**src/rtl/div_pkg.sv**
```systemverilog
// Shared types for the sequential restoring divider.
package div_pkg;

    typedef enum logic [1:0] {
        StIdle,
        StCalc,
        StFim
    } div_state_e;

    localparam int unsigned DefaultWidth    = 8;
    localparam int unsigned DefaultCntWidth = $clog2(DefaultWidth + 1);

    // Iteration counter must hold values up to the operand width.
    function automatic int unsigned cnt_width(input int unsigned width);
        return $clog2(width + 1);
    endfunction

endpackage

```
**src/rtl/subtrator_n.sv**
```systemverilog
// Combinational N-bit subtractor a - b computed as a + ~b + 1; cout_o=1 means no borrow.
module subtrator_n #(
    parameter int unsigned N = 9
) (
    input  logic [N-1:0] a_i,
    input  logic [N-1:0] b_i,
    output logic [N-1:0] diff_o,
    output logic         cout_o
);

    assign {cout_o, diff_o} = {1'b0, a_i} + {1'b0, ~b_i} + (N + 1)'(1);

endmodule

```
**src/rtl/divisor_sequencial.sv**
```systemverilog
// Sequential unsigned restoring divider: one quotient bit per clock, done pulse on completion.
module divisor_sequencial #(
    parameter int unsigned WIDTH = 8
) (
    input  logic             clk,
    input  logic             rst_n,
    input  logic             start,
    input  logic [WIDTH-1:0] dividendo,
    input  logic [WIDTH-1:0] divisor,
    output logic [WIDTH-1:0] quociente,
    output logic [WIDTH-1:0] resto,
    output logic             busy,
    output logic             done,
    output logic             div_zero
);
    import div_pkg::*;

    localparam int unsigned CntW = cnt_width(WIDTH);

    div_state_e       state_q;
    logic [WIDTH-1:0] d_q;
    logic [WIDTH-1:0] q_q;
    logic [WIDTH:0]   r_q;
    logic [CntW-1:0]  cnt_q;
    logic [WIDTH-1:0] quo_q;
    logic [WIDTH-1:0] rem_q;
    logic             busy_q;
    logic             done_q;
    logic             dz_q;

    logic [WIDTH:0]   p;
    logic [WIDTH:0]   diff;
    logic             no_borrow;
    logic [WIDTH:0]   r_d;
    logic [WIDTH-1:0] q_d;
    logic             unused_r_msb;

    // Partial remainder shifted left with the next dividend bit brought in.
    assign p = {r_q[WIDTH-1:0], q_q[WIDTH-1]};

    subtrator_n #(
        .N(WIDTH + 1)
    ) u_sub (
        .a_i   (p),
        .b_i   ({1'b0, d_q}),
        .diff_o(diff),
        .cout_o(no_borrow)
    );

    assign r_d          = no_borrow ? diff : p;
    assign q_d          = {q_q[WIDTH-2:0], no_borrow};
    assign unused_r_msb = r_q[WIDTH];

    always_ff @(posedge clk or negedge rst_n) begin
        if (!rst_n) begin
            state_q <= StIdle;
            d_q     <= '0;
            q_q     <= '0;
            r_q     <= '0;
            cnt_q   <= '0;
            quo_q   <= '0;
            rem_q   <= '0;
            busy_q  <= 1'b0;
            done_q  <= 1'b0;
            dz_q    <= 1'b0;
        end else begin
            done_q <= 1'b0;
            unique case (state_q)
                StIdle: begin
                    if (start) begin
                        if (divisor != '0) begin
                            d_q     <= divisor;
                            q_q     <= dividendo;
                            r_q     <= '0;
                            cnt_q   <= '0;
                            dz_q    <= 1'b0;
                            busy_q  <= 1'b1;
                            state_q <= StCalc;
                        end else begin
                            quo_q   <= '1;
                            rem_q   <= dividendo;
                            dz_q    <= 1'b1;
                            done_q  <= 1'b1;
                            state_q <= StFim;
                        end
                    end
                end
                StCalc: begin
                    r_q   <= r_d;
                    q_q   <= q_d;
                    cnt_q <= cnt_q + CntW'(1);
                    if (cnt_q == CntW'(WIDTH - 1)) begin
                        quo_q   <= q_d;
                        rem_q   <= r_d[WIDTH-1:0];
                        busy_q  <= 1'b0;
                        done_q  <= 1'b1;
                        state_q <= StFim;
                    end
                end
                StFim: begin
                    state_q <= StIdle;
                end
                default: begin
                    state_q <= StIdle;
                end
            endcase
        end
    end

    assign quociente = quo_q;
    assign resto     = rem_q;
    assign busy      = busy_q;
    assign done      = done_q;
    assign div_zero  = dz_q;

endmodule

```
**config.mk**
```make
export PLATFORM = sky130hd
export DESIGN_NAME = divisor_sequencial
export DESIGN_NICKNAME = d
export VERILOG_FILES = /design/src/rtl/div_pkg.sv /design/src/rtl/subtrator_n.sv /design/src/rtl/divisor_sequencial.sv
export SDC_FILE = /design/constraint.sdc
export NUM_CORES = 1
export LEC_CHECK = 0
export BUFFER_PORTS_ARGS = -buffer_cell sky130_fd_sc_hd__clkbuf_2
export CAP_MARGIN = 15
export CORE_ASPECT_RATIO = 1.25
export CORE_MARGIN = 2
export CORE_UTILIZATION = 31
export CTS_BUF_LIST = sky130_fd_sc_hd__clkbuf_2 sky130_fd_sc_hd__clkbuf_4 sky130_fd_sc_hd__clkbuf_8
export CTS_CLUSTER_SIZE = 10
export DETAILED_ROUTE_END_ITERATION = 7
export MAX_ROUTING_LAYER = met4
export PLACE_DENSITY_LB_ADDON = 0.2
export SYNTH_ARGS = -nofsm -noshare
export SYNTH_HDL_FRONTEND = slang
export SYNTH_HIERARCHICAL = 1
export SYNTH_SLANG_ARGS = --single-unit
```
**constraint.sdc**
```tcl
create_clock -name clk -period 6.4 [get_ports clk]
set_input_delay 1.28 -clock clk [delete_from_list [all_inputs] [get_ports clk]]
set_output_delay 1.28 -clock clk [all_outputs]
set_load 0.1 [all_outputs]
```
==> results of run 1 <==
sequential cells by signal, summed over array words and instances, names as in the netlist:
name / flops
quociente: 8
resto: 8
d_q: 8
div_zero: 1
r_q: 8
busy: 1
done: 1
state_q: 2
cnt_q: 4
q_q: 8
how the worst max path moves through the flow:
| stage | start | endpoint | slack (ns) | cells past startpoint |
|---|---|---|---|---|
| floorplan | divisor[5] | resto[7]$_DFFE_PN0P_ | 3.95 | 5 |
| global route | divisor[1] | q_q[7]$_DFFE_PN0P_ | 3.42 | 5 |
| CTS | divisor[1] | q_q[7]$_DFFE_PN0P_ | 3.51 | 5 |
| global placement | divisor[1] | q_q[4]$_DFFE_PN0P_ | 3.20 | 5 |
| detailed placement | divisor[1] | q_q[0]$_DFFE_PN0P_ | 3.18 | 5 |
| finish | divisor[1] | q_q[7]$_DFFE_PN0P_ | 3.55 | 5 |
metal layers:
| metal | routed length [µm] | vias up | global-route usage (%) | share of wire [%] |
|---|---|---|---|---|
| met5 | 0 | - | - | 0 |
| met3 | 163 | 6 | 2.054 | 3.3 |
| li1 | - | 820 | - | - |
| met2 | 2288 | 30 | 18.90 | 46 |
| met1 | 2420 | 811 | 16.24 | 49 |
| met4 | 94 | 0 | 5.102 | 1.9 |
cells in the final DEF (no fill, tap or decap), types with 5 or more instances in the layout:
| master | instances |
|---|---|
| dfrtp_1 | 49 |
| clkbuf_2 | 37 |
| nand2_1 | 30 |
| mux2_2 | 23 |
| inv_1 | 13 |
| o21ai_0 | 11 |
| ha_1 | 10 |
| mux2i_1 | 8 |
| o22a_1 | 8 |
| o2bb2ai_1 | 7 |
| nor2_1 | 6 |
| clkbuf_8 | 5 |
layout make-up:
| type | count | area (µm²) | area share, % |
|---|---|---|---|
| Multi-Input combinational cell | 144 | 1157 | 40.71 |
| Timing Repair Buffer | 39 | 200.2 | 7.042 |
| Clock inverter | 2 | 15.01 | 0.5282 |
| Tap cell | 95 | 118.9 | 4.181 |
| Sequential cell | 49 | 1226 | 43.13 |
| Clock buffer | 6 | 76.32 | 2.685 |
| Inverter | 13 | 48.80 | 1.717 |
through the flow:
step / instance area [µm²] / std cells / hold slack, ns / setup WS, ns
finish: 2843 / 348 / 0.4953 / 3.547
global route: 2843 / 348 / 0.5135 / 3.422
CTS: 2843 / 348 / 0.5021 / 3.512
detailed placement: 2751 / 340 / 0.4781 / 3.179
global placement: 2751 / 340 / 0.4783 / 3.203
floorplan: 2517 / 216 / 0.4625 / 3.952
==> run metrics, run 1 <==
fraction of layout cells with a size suffix above 1 32.02%; outcome finished, final reports clean; critical path startpoint category primary input; initial antenna violation count 0; gr usage total 12.35%; filler cell count 832; hold worst-path end quociente[2]$_DFFE_PN0P_; io pins 38; Worst-Skew Late Latency 0.31 ns; DP HPWL 3525 µm; WP buf/inv 1; Final nets 282; Hold Startpoint quociente[2]$_DFFE_PN0P_; yosys warns 6; Vias 1667; Final Max Tran Viols 0; Die Area 8862 µm²; crit-path max FO 19; Inserted Clock Buffers 5; PostCTS Resize Cnt 0; number of global-route vias before repair 1721; worst-path cell chain clkbuf_2 -> nor4_4 -> a21boi_2 -> o21bai_2 -> mux2_2; Overflow after GRT 0; diodes inserted 0; Final Core Density 36.27%; Rows 36; CTS Hold Buffers Added 0; mean post-synth cell area 11.65 µm²; CP required 6.59 ns; slowest stage delay, CP 0.74 ns; DR iter-0 viols 73; Starting Density 32.12%; Die Ht 104.8 µm; RSZ-0062 raised after global routing no; final hold violation count 0; pin count of the biggest net entering global routing 50; Post-Syn Instances 216; total core area 7838 µm²; reg2reg start state_q[0]$_DFFE_PN0P_; 1st-pass router iterations 4; DRC viols 0; area delta synth->final 12.92%; Synth Net Count 246; setup bufs post-CTS 0; routability cong. 0.7870; setup TNS 0 ns; Finish-stage setup viols 0; Worst EP arrival 3.05 ns; clock slew at reported path FFs 0.10 ns; slowest cell on the critical path o21bai_2; Clock Skew 0.01565 ns; CTS root buffer clkbuf_8; Slew HR 32.69%; Die X 84.60 µm; via/cell ratio 4.790; Final ANT Viol Nets 0; Post-Route WL 4967 µm; Worst Reg-to-Reg Cells 4; post-route minimum period 2.853 ns; Final Cycle Share 44.58%; Worst path top cell family by delay compound AO/OA/AOI/OAI gates; Critical R2R Capture resto[3]$_DFFE_PN0P_; WL/cell 14.27 µm; clock tree buffer depth 2; port bufs 37; Crit. End Element flop; Hold Path Stages 1; Max Cap Viol 0; first-pass GRT wire length 8521 µm; H-tree levels 2; Worst Path Class, Setup primary input to flop; Reg2Reg Setup Slack 3.80 ns; max frequency 0.3505 GHz; CTS tree yes; Clock Sinks 49; Worst Hold Class flop to flop; mapped cell area 2517 µm²; slew of the pin with the lowest slew margin 1.010 ns
Power of run 1 is not shown: default switching activity piles up to over one toggle a cycle in this logic, so the estimate is an artifact.
==> inputs of run 2 (changes only) <==
--- a/config.mk
+++ b/config.mk
@@ -5,6 +5,7 @@
 export SDC_FILE = /design/constraint.sdc
 export NUM_CORES = 1
 export LEC_CHECK = 0
+export ABC_AREA = 1
 export BUFFER_PORTS_ARGS = -buffer_cell sky130_fd_sc_hd__clkbuf_2
 export CAP_MARGIN = 15
 export CORE_ASPECT_RATIO = 1.25
==> constraint.sdc (replaced) <==
create_clock -name clk -period 2.9 [get_ports clk]
set_input_delay 0.58 -clock clk [delete_from_list [all_inputs] [get_ports clk]]
set_output_delay 0.58 -clock clk [all_outputs]
set_load 0.1 [all_outputs]
==> run metrics, run 2 <==
Worst Path Class, Setup flop to flop; Synth Net Count 403; Worst Hold Class primary input to async pin; fin cells 532; CTS root buffer clkbuf_8; gr usage total 16.19%; Clock Sinks 49; yosys warns 6; Worst EP arrival 2.51 ns; number of global-route vias before repair 2458; via/cell ratio 4.630; H-tree levels 2; PostCTS Resize Cnt 0; critical path startpoint category flop; Overflow after GRT 0; 1st-pass router iterations 4; CP Capture Point resto[5]$_DFFE_PN0P_; Placed Cells incl. Taps 524; Max Cap Viol 0; Worst-Skew Late Latency 0.32 ns; commonest cells after routing, fill and taps aside nand2_1 (181), dfrtp_1 (49), clkbuf_2 (37); total core area 8653 µm²; Final Max Tran Viols 0; Die X 88.23 µm; clock slew at reported path FFs 0.09 ns; pin count of the biggest net entering global routing 50; Final ANT Viol Nets 0; Worst Reg-to-Reg Cells 14; reg2reg start r_q[3]$_DFFE_PN0P_; Slew HR 56.13%; diodes inserted 0; Clock Skew 0.009814 ns; first-pass GRT wire length 11760 µm; WL/cell 12.86 µm; Finish-stage setup viols 0; slew of the pin with the lowest slew margin 0.6581 ns; CTS tree yes; commonest non-fill, non-tap cell in the layout nand2_1; post-route minimum period 2.300 ns; fraction of layout cells with a size suffix above 1 15.29%; Die Area 9641 µm²; Post-Syn Instances 373; setup bufs post-CTS 0; routability cong. 0.8755; Reg2Reg Setup Slack 0.60 ns; crit-path max FO 10; port bufs 37; CTS Hold Buffers Added 0; io pins 38; mean post-synth cell area 7.370 µm²; Die Ht 109.3 µm; Inserted Clock Buffers 5; outcome finished, final reports clean; WHS 0.3682 ns; Final nets 441; area delta synth->final 14.61%; CP required 3.11 ns; Crit. End Element flop; clock tree buffer depth 2; Vias 2463; critical path startpoint r_q[3]$_DFFE_PN0P_; initial antenna violation count 0; max frequency 0.4347 GHz; DP HPWL 5010 µm; Starting Density 31.77%; Rows 38; setup TNS 0 ns; DRC viols 0; Critical R2R Capture resto[5]$_DFFE_PN0P_; Final Cycle Share 79.32%; DR iter-0 viols 120; Post-Route WL 6842 µm; RSZ-0062 raised after global routing no; mapped cell area 2749 µm²; Area after DPL 3059 µm²; finished layout cell area 3151 µm²; final hold violation count 0
==> run 2: stage by stage <==
| step | utilization (%) | worst slack (ns) |
|---|---|---|
| 3_3_place_gp | 35.35 | 0.7133 |
| 3_5_place_dp | 35.35 | 0.6113 |
| 2_1_floorplan | - | 0.9823 |
| 4_1_cts | 36.41 | 0.5903 |
| 6_report | 36.41 | 0.5998 |
| 5_1_grt | 36.41 | 0.3478 |
==> run 2: how the worst min path moves through the flow <==
| stage | endpoint | slack [ns] | depth (start not counted) |
|---|---|---|---|
| finish | d_q[0]$_DFFE_PN0P_ | 0.37 | 2 |
| floorplan | busy$_DFFE_PN0P_ | 0.28 | 0 |
| CTS | resto[2]$_DFFE_PN0P_ | 0.39 | 2 |
| global route | d_q[0]$_DFFE_PN0P_ | 0.42 | 2 |
| global placement | cnt_q[3]$_DFFE_PN0P_ | 0.46 | 2 |
| detailed placement | q_q[3]$_DFFE_PN0P_ | 0.46 | 2 |
==> run 2: cell type report <==
type	instances	area, µm²
tap	120	150.1
clock inverter	2	15.01
fill	991	5503
clock buffer	6	76.32
timing repair buffer	41	215.2
multi-input combinational	277	1329
inverter	37	138.9
sequential	49	1226
==> run 2: per-layer routing <==
| metal | vias up | global-route usage, % | share of wire, % |
|---|---|---|---|
| met5 | - | - | 0 |
| met4 | 0 | 6.169 | 1.9 |
| met3 | 10 | 2.347 | 2.4 |
| met2 | 33 | 27.66 | 51 |
| met1 | 1180 | 19.13 | 44 |
| li1 | 1240 | - | - |
==> run 2: critical path: stages, from the launching register on <==
cell and delay, ns:
dfrtp_1 0.44, ha_1 0.38, nand2_2 0.07, inv_1 0.09, nand4_2 0.09, nand2_1 0.10, nand2_1 0.05, nand2_1 0.21
clkinv_1 0.30, nand2_1 0.14, nand2_1 0.07, nand2_1 0.08, nand2_1 0.05, nand2_1 0.06, nand2_1 0.05
Power of run 2 is left out for the same reason.
